[src/rtl/seq_detect_param.sv]
// Parametrised serial sequence detector: flags PATTERN or a run of PAT_LEN equal bits.
// Optional saturating match counter compiled in with `define SEQDET_COUNT_EN.
module seq_detect_param #(
  parameter int                 PAT_LEN = 4,
  parameter logic [PAT_LEN-1:0] PATTERN = 4'b1011,
  parameter int                 CNT_W   = 8,
  localparam int                FILL_W  = $clog2(PAT_LEN + 1)
) (
  input  logic              Clock,
  input  logic              Resetn,
  input  logic              en,
  input  logic              w,
  input  logic              mode,
  input  logic              ovl,
  output logic              z,
  output logic [FILL_W-1:0] fill
`ifdef SEQDET_COUNT_EN
  ,
  output logic [CNT_W-1:0]  match_cnt
`endif
);

  localparam logic [FILL_W-1:0] FILL_MAX  = FILL_W'(PAT_LEN);
  localparam logic [FILL_W-1:0] FILL_NEED = FILL_W'(PAT_LEN - 1);

  logic [PAT_LEN-1:0] r_win;
  logic [FILL_W-1:0]  r_fill;
  logic               r_z;
  logic               r_modeQ;
`ifdef SEQDET_COUNT_EN
  logic [CNT_W-1:0]   r_cnt;
`endif

  logic [PAT_LEN-1:0] w_cand;
  logic               w_valid;
  logic               w_modeChg;
  logic               w_hit;
  logic               w_match;

  // Candidate is the window as it would look after shifting in the current bit.
  assign w_cand    = {r_win[PAT_LEN-2:0], w};
  assign w_valid   = (r_fill >= FILL_NEED);
  assign w_modeChg = (mode != r_modeQ);
  assign w_hit     = mode ? ((&w_cand) | (~|w_cand)) : (w_cand == PATTERN);
  assign w_match   = en & ~w_modeChg & w_valid & w_hit;

  always_ff @(posedge Clock) begin
    if (!Resetn) begin
      r_win   <= '0;
      r_fill  <= '0;
      r_z     <= 1'b0;
      r_modeQ <= mode;
`ifdef SEQDET_COUNT_EN
      r_cnt   <= '0;
`endif
    end else begin
      r_z <= 1'b0;
      if (en) begin
        r_win <= w_cand;
        // A mode switch restarts the fill so a match needs PAT_LEN bits seen under the new mode.
        if (w_modeChg) begin
          r_fill  <= '0;
          r_modeQ <= mode;
        end else if (w_match) begin
          r_z    <= 1'b1;
          r_fill <= ovl ? FILL_MAX : '0;
`ifdef SEQDET_COUNT_EN
          if (r_cnt != {CNT_W{1'b1}}) begin
            r_cnt <= r_cnt + CNT_W'(1);
          end
`endif
        end else if (r_fill != FILL_MAX) begin
          r_fill <= r_fill + FILL_W'(1);
        end
      end
    end
  end

  assign z    = r_z;
  assign fill = r_fill;
`ifdef SEQDET_COUNT_EN
  assign match_cnt = r_cnt;
`endif

endmodule

[config.mk]
export PLATFORM = sky130hd
export DESIGN_NAME = seq_detect_param
export DESIGN_NICKNAME = d
export VERILOG_FILES = /design/src/rtl/seq_detect_param.sv
export SDC_FILE = /design/constraint.sdc
export NUM_CORES = 1
export LEC_CHECK = 0
export BUFFER_PORTS_ARGS = -buffer_cell sky130_fd_sc_hd__buf_2
export CAP_MARGIN = 20
export CORE_AREA = 5 5 42 44
export CTS_CLUSTER_DIAMETER = 100
export DETAILED_ROUTE_END_ITERATION = 6
export DIE_AREA = 0 0 47 49
export GPL_TIMING_DRIVEN = 1
export REMOVE_ABC_BUFFERS = 1
export SKIP_CTS_REPAIR_TIMING = 1
export SYNTH_ARGS = -nofsm -noshare
export SYNTH_HDL_FRONTEND = slang
export SYNTH_SLANG_ARGS = --single-unit
[constraint.sdc]
create_clock -name Clock -period 2.8 [get_ports Clock]
set_input_delay 0.28 -clock Clock [delete_from_list [all_inputs] [get_ports Clock]]
set_output_delay 0.28 -clock Clock [all_outputs]
set_load 0.05 [all_outputs]
; ---- After elaboration in Yosys (flattened, before gate mapping)
; Index checks and enable logic that the tools add are counted.
[op_classes]
bitwise = 7
muxes = 9
n_eq_ne = 5
add_sub_neg = 1
magnitude_cmp = 1
reduce_logical = 7
[op_table]
columns = operator, n
row1 = two-way mux 3 bit, 4
row2 = two-way mux 1 bit, 5
row3 = == test 4 bit (second input constant), 1
row4 = != test 2 x 1 -> 1 bit (second input constant), 2
row5 = AND reduction 2 bit, 2
row6 = AND reduction 4 bit, 1
row7 = OR reduction 4 bit, 1
row8 = adder 3 x 1 -> 3 bit (second input constant), 1
row9 = AND 1 bit, 3
row10 = >= comparator 3 x 2 -> 1 bit (second input constant), 1
row11 = != test 3 bit (second input constant), 1
row12 = inverter 1 bit, 3
row13 = nonzero test 3 bit, 1
row14 = OR reduction 3 bit, 1
row15 = logical NOT 1 bit, 1
row16 = != test 1 bit, 1
row17 = bitwise OR 1 bit, 1
[totals]
in_bits = 6
regBits = 8
wordCells = 34

; ---- Depth between registers and ports, before layout
; Gate-level depths: netlist of the first run.
[logic_depth]
ltp_word = 7
mapped_depth = 6
mapped_depth_nobuf = 6

; ---- Least setup slack after synthesis of the first run
; Ideal clock, no wire load.
[synth_path]
kind = flip-flop to flip-flop
startpoint = register r_fill[0] (netlist: fill[0])
endpoint = register r_fill[2] (netlist: fill[2])
t_arrival_ps = 1606
period_less_slack_ps = 1677
path_slack_ps = 1123
path_stages_with_launch = 6
required_time_ps = 2728
cell_sequence = dfxtp_1 -> ha_1 -> ha_1 -> a211oi_1 -> a211oi_2 -> mux2i_1
[synth_via]
elab_chain_cells = 5
word_cells_on_any_way = 10
cone_classes = add/sub (1) / order compare (1) / eq/ne (1) / mux (3) / bitwise (2) / reduce/logical (2)
[synth_rtl]
columns = item, line_no
row1 = from (decl), 27  ; logic [FILL_W-1:0] r_fill;
row2 = from (signal assigned), 66  ; r_fill <= ovl ? FILL_MAX : '0;
row3 = from (signal assigned), 73  ; r_fill <= r_fill + FILL_W'(1);
row4 = >= comparator 3 x 2 -> 1 bit, 42  ; assign w_valid = (r_fill >= FILL_NEED);
row5 = AND 1 bit (2 in a row), 45  ; assign w_match = en & ~w_modeChg & w_valid & w_hit;
row6 = nonzero test 3 bit (no line) / two-way mux 3 bit (equally long branches), --
row7 = AND reduction 2 bit (no line) / two-way mux 3 bit (equally long branches), --
; Several ways; a longest one is shown, not always the timed one. The select of a mux whose other input is x is not followed.
; A chain may end at the register's enable or synchronous reset.

; ---- Worst setup path after layout of the first run
; Ends and elaborated chain as after synthesis.

==> qor.csv, run 1 <==
stage,metric,value,unit
outcome,outcome,finished clean,
worst_hold_path,hp-class,in2reg,
synthesis,yosys_warnings,0,
synthesis,synth.cell_area,433,µm²
critical_path,crit_arrival,1580,ps
route,wl_met2,369,µm
clocking,htreeDepth,1,
route,vias_per_cell,4.93,
timing,clock.fmax,0.714,GHz
critical_path,cp_max_fo,5,
timing,skew,14.0,ps
timing,worst_slew_pin_slew,389,ps
power,leakage,0.000213,µW
timing,period_share,50.0,%
placement,place_congestion,0.798,
grt,grt_overflow,0,
timing,hold_slack,269,ps
placement,port_buffers,9,
timing,fin_tns_setup,0,ps
power,power.density,494,nW/µm²
grt,antenna_found_initial,0,
die,dieWidth,47,µm
timing,setup_violations,0,
grt,grt_usage,9.05,%
route,drtAntennaViolNets,0,
clocking,cts_sinks,8,
route,wl_met1,385,µm
critical_path,rrSetupSlack,1400,ps
cells_and_area,fin_util,37.1,%
timing,rsz0062_at_grt,no,
timing,hold_viol_final,0,
die,die_h,49,µm
die,fp.dieArea,2300,µm²
critical_path,slowest_delay,410,ps
clocking,cts-root-buf,clkbuf_4,
critical_path,cpMaxStageDelayCell,dfxtp_1,
clocking,cts_tree,built,
cells_and_area,layout_commonest_cell,buf_2,
timing,max-slew-margin-rel,73.9,%
grt,grt_pass1_vias,320,
critical_path,cp.required,2980,ps
clocking,numCtsBuffers,3,
die,initial_core_util,30.9,%
route,first_iter_violations,7,
job,maxCapViolations,0,
critical_path,critPathKind,reg2reg,
route,totalWireLength,827,µm
die,core-area,1400,µm²
cells_and_area,seq_area,170,µm²
critical_path,startpoint_type,register,
critical_path,critPathCaptureType,register,
cells_and_area,layout.nets,65,
critical_path,path_buf_inv,0,
route,dr_total_vias,350,
grt,grt_first_pass_wirelength,1.40,mm
synthesis,ys_types,21,
timing,fin_crit,1400,ps
die,fp-row-count,14,
critical_path,cp_cell_sequence,ha_1 > ha_1 > a211oi_1 > a211oi_2 > mux2i_1,
synthesis,syn_avg_cell_area,10.1,µm²
timing,drv_slew,0,
cells_and_area,layout_common_cells,"buf_2 (9), dfxtp_1 (7), mux2i_1 (5)",
power,p_total,257,µW
cells_and_area,diodes,0,
grt,grt_max_degree,9,
cells_and_area,multi_input_area,243,µm²
cells_and_area,fillerInstances,154,
synthesis,syn_inst,43,
clocking,clk_latency,260,ps
cells_and_area,drive_gt1_share,27.3,%
route,drtPass1Iterations,2,
die,io_pins,10,
critical_path,crit_top_cell,ha_1,
synthesis,ys_seq_elements,8,
critical_path,crit_family,flip-flops,
cells_and_area,syn2layout_area_growth,19.9,%
route,wl_met3,58,µm
route,top_layer,met4,
clocking,clockBufferDepth,2,
route,drc_errors,0,
route,wire_per_inst,11.6,µm
synthesis,seq_area_frac_synth,39.3,%
power,ir_drop,0.000362,V
clocking,clk_pin_slew,60,ps
state kept, by name, indices dropped and copies added, names as in the netlist:
| signal | count |
|---|---|
| fill | 3 |
| r_modeQ | 1 |
| r_win | 3 |
| z | 1 |
cell usage after synthesis, drive strengths merged:
cell type | count | area (µm²)
nand4 | 1 | 6.26
a211oi | 2 | 20.0
and3 | 2 | 12.5
nor3b | 2 | 15.0
buf | 1 | 5.00
a31o | 1 | 8.76
a22oi | 1 | 7.51
ha | 3 | 37.5
mux2i | 5 | 50.1
edfxtp | 1 | 30.0
nand2b | 1 | 6.26
a21o | 1 | 7.51
nand3 | 1 | 5.00
nor2b | 3 | 18.8
nand2 | 2 | 7.51
dfxtp | 7 | 140
inv | 4 | 15.0
o21ai | 2 | 10.0
nor4 | 1 | 12.5
xnor2 | 2 | 17.5
power breakdown:
group / internal, µW / total [µW] / switching, µW
Combinational: 15.1 / 37.0 / 21.9
Sequential: 121 / 126 / 4.80
Clock: 54.5 / 93.8 / 39.3
Total: 191 / 257 / 66.0
worst paths after layout:
path	from	endpoint	cells past startpoint
worst max-delay path	fill[0]	fill[2]	5
worst min register to register	r_win[2]	r_win[2]	2
worst max register to register	fill[0]	fill[2]	5
worst min-delay path	mode	r_modeQ	1
stage by stage:
step,cells,area (µm²),worst slack [ps]
3_5_place_dp,67,493,1390
6_report,71,519,1400
5_1_grt,71,519,1260
4_1_cts,71,519,1380
3_3_place_gp,67,493,1420
2_1_floorplan,42,428,1120
cell type report:
| cell class | instances | area share [%] |
|---|---|---|
| repair buffers | 9 | 8.67 |
| clock buffers | 4 | 5.06 |
| inverters | 4 | 2.89 |
| flip-flops and latches | 8 | 32.8 |
| well taps | 16 | 3.86 |
| multi-input cells | 30 | 46.7 |
worst register-to-register path: cells and delay by family (launching register included):
family	cells	cell delay [ps]
AO/OA/AOI/OAI	2	390
adder cells (fa/ha/maj)	2	320
flip-flops	1	410
multiplexers	1	210
logic make-up after synthesis:
kind of cell	Yosys count	share of synthesized area (%)
mux	5	11.6
xor+xnor	2	4.05
fa+ha+maj	3	8.67
buf+inv	5	4.62
simple gates	13	19.4
compound gates	7	12.4
flops	8	39.3
routing by layer:
metal  up-vias  track usage (%)
met3         2             7.01
met2         9             12.2
met5         -                0
li1        177                -
met4         0             4.15
met1       162             10.2
(Power assumes the default switching activity.)
==> run 2: changes to the inputs <==
- clock period: 2.8 -> 1.3 ns (I/O delays scaled with it)
==> qor.csv, run 2 (synthesis results as in run 1) <==
stage,metric,value,unit,change
outcome,outcome,"complete, but fails checks",,
outcome,violations,negative setup slack,,
timing,setup_violations,2,,+2
clocking,htreeDepth,1,,unchanged
critical_path,cpMaxStageDelayCell,a211oi_4,,
power,power.density,958,nW/µm²,+94%
critical_path,critPathKind,reg2reg,,
die,core-area,1400,µm²,unchanged
placement,place_ws,-34.0,ps,-1430 ps
route,drtPass1Iterations,4,,+2
die,fp-row-count,14,,unchanged
die,fp.dieArea,2300,µm²,unchanged
timing,fin_crit,1330,ps,-70.6 ps
critical_path,critPathCaptureType,register,,
cells_and_area,syn2layout_area_growth,43.4,%,
clocking,cts_tree,built,,
critical_path,crit_arrival,1510,ps,-70 ps
route,drtAntennaViolNets,0,,unchanged
clocking,numCtsBuffers,3,,unchanged
power,leakage,0.000262,µW,+23%
grt,grt_usage,9.11,%,+0.058 points
route,vias_per_cell,4.84,,-1.9%
timing,skew,12.5,ps,-1.45 ps
timing,rsz0062_at_grt,yes,,
critical_path,startpoint_type,register,,
route,wire_per_inst,12.8,µm,+9.5%
critical_path,cp_cell_sequence,nor4_2 > nand2_1 > a211oi_4 > mux2i_1,,
route,drc_errors,0,,unchanged
critical_path,slowest_delay,340,ps,-70 ps
die,dieWidth,47,µm,unchanged
cells_and_area,layout_common_cells,"buf_2 (9), buf_4 (9), dfxtp_1 (5)",,
die,die_h,49,µm,unchanged
power,p_total,594,µW,+130%
power,ir_drop,0.000483,V,+33%
grt,grt_pass1_vias,376,,+18%
route,totalWireLength,1.02,mm,+23%
timing,drv_slew,0,,unchanged
job,maxCapViolations,0,,unchanged
grt,grt_overflow,0,,unchanged
cells_and_area,fillerInstances,143,,-7.1%
placement,port_buffers,9,,unchanged
timing,hold_viol_final,0,,unchanged
worst_hold_path,hp-class,in2reg,,
timing,max-slew-margin-rel,81.1,%,+7.3 points
clocking,clockBufferDepth,2,,unchanged
grt,grt_max_degree,9,,unchanged
cells_and_area,layout.nets,74,,+14%
grt,antenna_found_initial,0,,unchanged
clocking,clk_pin_slew,60,ps,about the same
critical_path,cp.required,1480,ps,-1500 ps
timing,worst_slew_pin_slew,282,ps,-107 ps
clocking,cts-root-buf,clkbuf_4,,
timing,clock.fmax,0.752,GHz,+5.3%
timing,setup_ws,-29.0,ps,-1430 ps
die,initial_core_util,30.9,%,unchanged
clocking,cts_sinks,8,,unchanged
grt,grt_first_pass_wirelength,1.50,mm,+7.4%
die,io_pins,10,,unchanged
clocking,clk_latency,260,ps,about the same
critical_path,cp_max_fo,4,,-1
route,first_iter_violations,16,,+9
timing,period_share,102,%,+52 points
placement,dp_hpwl,724,µm,
cells_and_area,diodes,0,,unchanged
route,dr_total_vias,387,,+11%
placement,place_congestion,0.812,,+1.6%
cells_and_area,drive_gt1_share,50.0,%,+23 points
-- run 2: worst paths after layout --
path | startpoint | end | slack [ps] | depth (start not counted)
worst min-delay path | mode | r_modeQ | 130 | 1
worst max register to register | r_win[1] | fill[2] | -30 | 4
worst min register to register | r_win[1] | r_win[2] | 660 | 3
worst max-delay path | r_win[1] | fill[2] | -30 | 4
-- run 2: cell type report --
cell class	instances	area [µm²]	share of cell area (%)
flip-flops and latches	8	173	27.8
clock buffers	4	26.3	4.23
repair buffers	18	113	18.1
well taps	16	20.0	3.23
inverters	4	15.0	2.42
multi-input cells	30	274	44.2
-- run 2: through the flow --
step | hold slack (ps) | setup TNS, ps | util (%) | area, µm² | cells
2_1_floorplan | 229 | -1370 | - | 428 | 42
3_3_place_gp | 389 | -77.3 | 40.0 | 561 | 76
3_5_place_dp | 403 | -68.5 | 40.0 | 561 | 76
4_1_cts | 124 | -131 | 41.9 | 587 | 80
5_1_grt | 124 | -337 | 44.3 | 621 | 80
6_report | 132 | -32.3 | 44.3 | 621 | 80
-- run 2: power by group --
group	switching [µW]	leakage (µW)	internal [µW]
combinational	60.5	0.000179	56.5
sequential	6.70	0.0000678	261
clock	92.0	0.0000150	118
-- run 2: metal layers --
layer	track usage (%)	part of all wire (%)	vias up
met5	0	0	-
met4	2.76	0	0
met3	4.80	5.5	0
met2	14.0	48	8
met1	10.6	46	184
li1	-	-	195
-- run 2: worst max-delay path, delay by kind of cell (launching register included) --
| family | cells | cell delay, ps |
|---|---|---|
| simple gates | 2 | 370 |
| compound gates | 1 | 340 |
| flops | 1 | 330 |
| mux | 1 | 210 |
==> run 3: changes to the inputs <==
- clock period: 1.3 -> 1.7 ns (I/O delays scaled with it)
==> qor.csv, run 3 (synthesis results as in run 1) <==
stage,metric,value,unit,change
worst_hold_path,hp-class,in2reg,,
die,io_pins,10,,unchanged
cells_and_area,diodes,0,,unchanged
die,dieWidth,47,µm,unchanged
grt,grt_max_degree,9,,unchanged
cells_and_area,drive_gt1_share,27.3,%,-23 points
clocking,clockBufferDepth,2,,unchanged
route,dr_total_vias,350,,-9.6%
cells_and_area,layout_commonest_cell,buf_2,,
grt,grt_overflow,0,,unchanged
critical_path,cp.required,1880,ps,+400 ps
grt,grt_pass1_vias,373,,-0.80%
route,drtAntennaViolNets,0,,unchanged
cells_and_area,syn2layout_area_growth,19.9,%,
route,totalWireLength,816,µm,-20%
cells_and_area,fillerInstances,164,,+15%
critical_path,critPathKind,reg2reg,,
cells_and_area,layout.nets,65,,-12%
clocking,cts-root-buf,clkbuf_4,,
critical_path,reg2reg_from,fill[0],,
clocking,clk_pin_slew,60,ps,about the same
power,leakage,0.000213,µW,-19%
route,first_iter_violations,9,,-7
cells_and_area,seq_area,170,µm²,-1.4%
critical_path,cp-startpoint,fill[0],,
critical_path,r2r_end,fill[2],,
timing,hold_viol_final,0,,unchanged
route,drtPass1Iterations,4,,unchanged
timing,worst_slew_pin_slew,362,ps,+79.3 ps
power,power.density,821,nW/µm²,-14%
critical_path,rrSetupSlack,280,ps,+310 ps
grt,grt_usage,9.03,%,-0.077 points
route,vias_per_cell,4.93,,+1.9%
cells_and_area,multi_input_area,243,µm²,-11%
critical_path,critPathCaptureType,register,,
critical_path,cp_max_fo,5,,+1
timing,drv_slew,0,,unchanged
job,maxCapViolations,0,,unchanged
timing,max-slew-margin-rel,75.7,%,-5.4 points
die,fp-row-count,14,,unchanged
critical_path,startpoint_type,register,,
timing,fin_crit,1420,ps,+93.7 ps
clocking,clk_latency,250,ps,about the same
die,core-area,1400,µm²,unchanged
timing,skew,1.83,ps,-10.7 ps
worst_hold_path,hp-start,mode,,
grt,antenna_found_initial,0,,unchanged
clocking,cts_sinks,8,,unchanged
timing,fin_tns_setup,0,ps,+32.3 ps
route,drc_errors,0,,unchanged
outcome,outcome,finished clean,,
die,fp.dieArea,2300,µm²,unchanged
clocking,cts_tree,built,,
cells_and_area,fin_cells,71,,-11%
clocking,numCtsBuffers,3,,unchanged
timing,setup_violations,0,,-2
route,wire_per_inst,11.5,µm,-9.9%
power,ir_drop,0.000417,V,-14%
placement,port_buffers,9,,unchanged
die,initial_core_util,30.9,%,unchanged
placement,dp_cells,67,,-12%
critical_path,crit_arrival,1610,ps,+100 ps
critical_path,cp-endpoint,fill[2],,
die,die_h,49,µm,unchanged
placement,place_congestion,0.720,,-11%
cells_and_area,layout_common_cells,"buf_2 (9), dfxtp_1 (7), mux2i_1 (5)",,
timing,period_share,83.7,%,-19 points
power,p_total,427,µW,-28%
clocking,htreeDepth,1,,unchanged
grt,grt_first_pass_wirelength,1.55,mm,+2.7%
timing,rsz0062_at_grt,no,,
critical_path,r2r_cells,5,,+1
timing,clock.fmax,0.703,GHz,-6.6%
run 3: worst max-delay path, cell delays in order (launching register included):
cell and delay (ps):
dfxtp_1 410, ha_1 180, ha_1 140, a211oi_1 50, a211oi_2 350, mux2i_1 220
run 3: how the worst min path moves through the flow:
stage	to	slack, ps	cells after the start
after floorplan	r_modeQ	270	0
after global placement	r_modeQ	420	1
after detailed placement	r_modeQ	420	1
after CTS	r_modeQ	160	1
after global routing	r_modeQ	150	1
final	r_modeQ	160	1
run 3: power by group:
group | total [µW] | switching [µW] | internal [µW]
clock network | 160 | 69.9 | 90.1
registers | 207 | 7.77 | 199
logic | 59.7 | 35.0 | 24.7
total | 427 | 113 | 314
run 3: stage by stage:
| stage | area, µm² | utilization [%] | hold slack (ps) | setup WS (ps) |
|---|---|---|---|---|
| 6_report | 519 | 37.1 | 158 | 277 |
| 5_1_grt | 519 | 37.1 | 149 | 164 |
| 4_1_cts | 519 | 37.1 | 155 | 251 |
| 3_5_place_dp | 493 | 35.2 | 420 | 266 |
| 3_3_place_gp | 493 | 35.2 | 424 | 284 |
| 2_1_floorplan | 428 | - | 269 | 22.6 |
run 3: cell type report:
cell class / instances / share of cell area (%)
Inverter: 4 / 2.89
Sequential cell: 8 / 32.8
Multi-Input combinational cell: 30 / 46.7
Timing Repair Buffer: 9 / 8.67
Clock buffer: 4 / 5.06
Tap cell: 16 / 3.86
run 3: per-layer routing:
layer | wire [µm] | part of all wire, % | GRT usage [%] | vias to the layer above
met5 | 0 | 0 | 0 | -
met4 | 8 | 0.98 | 2.76 | 0
met3 | 50 | 6.1 | 4.80 | 2
met2 | 371 | 45 | 12.9 | 8
met1 | 385 | 47 | 11.5 | 164
li1 | - | - | - | 176
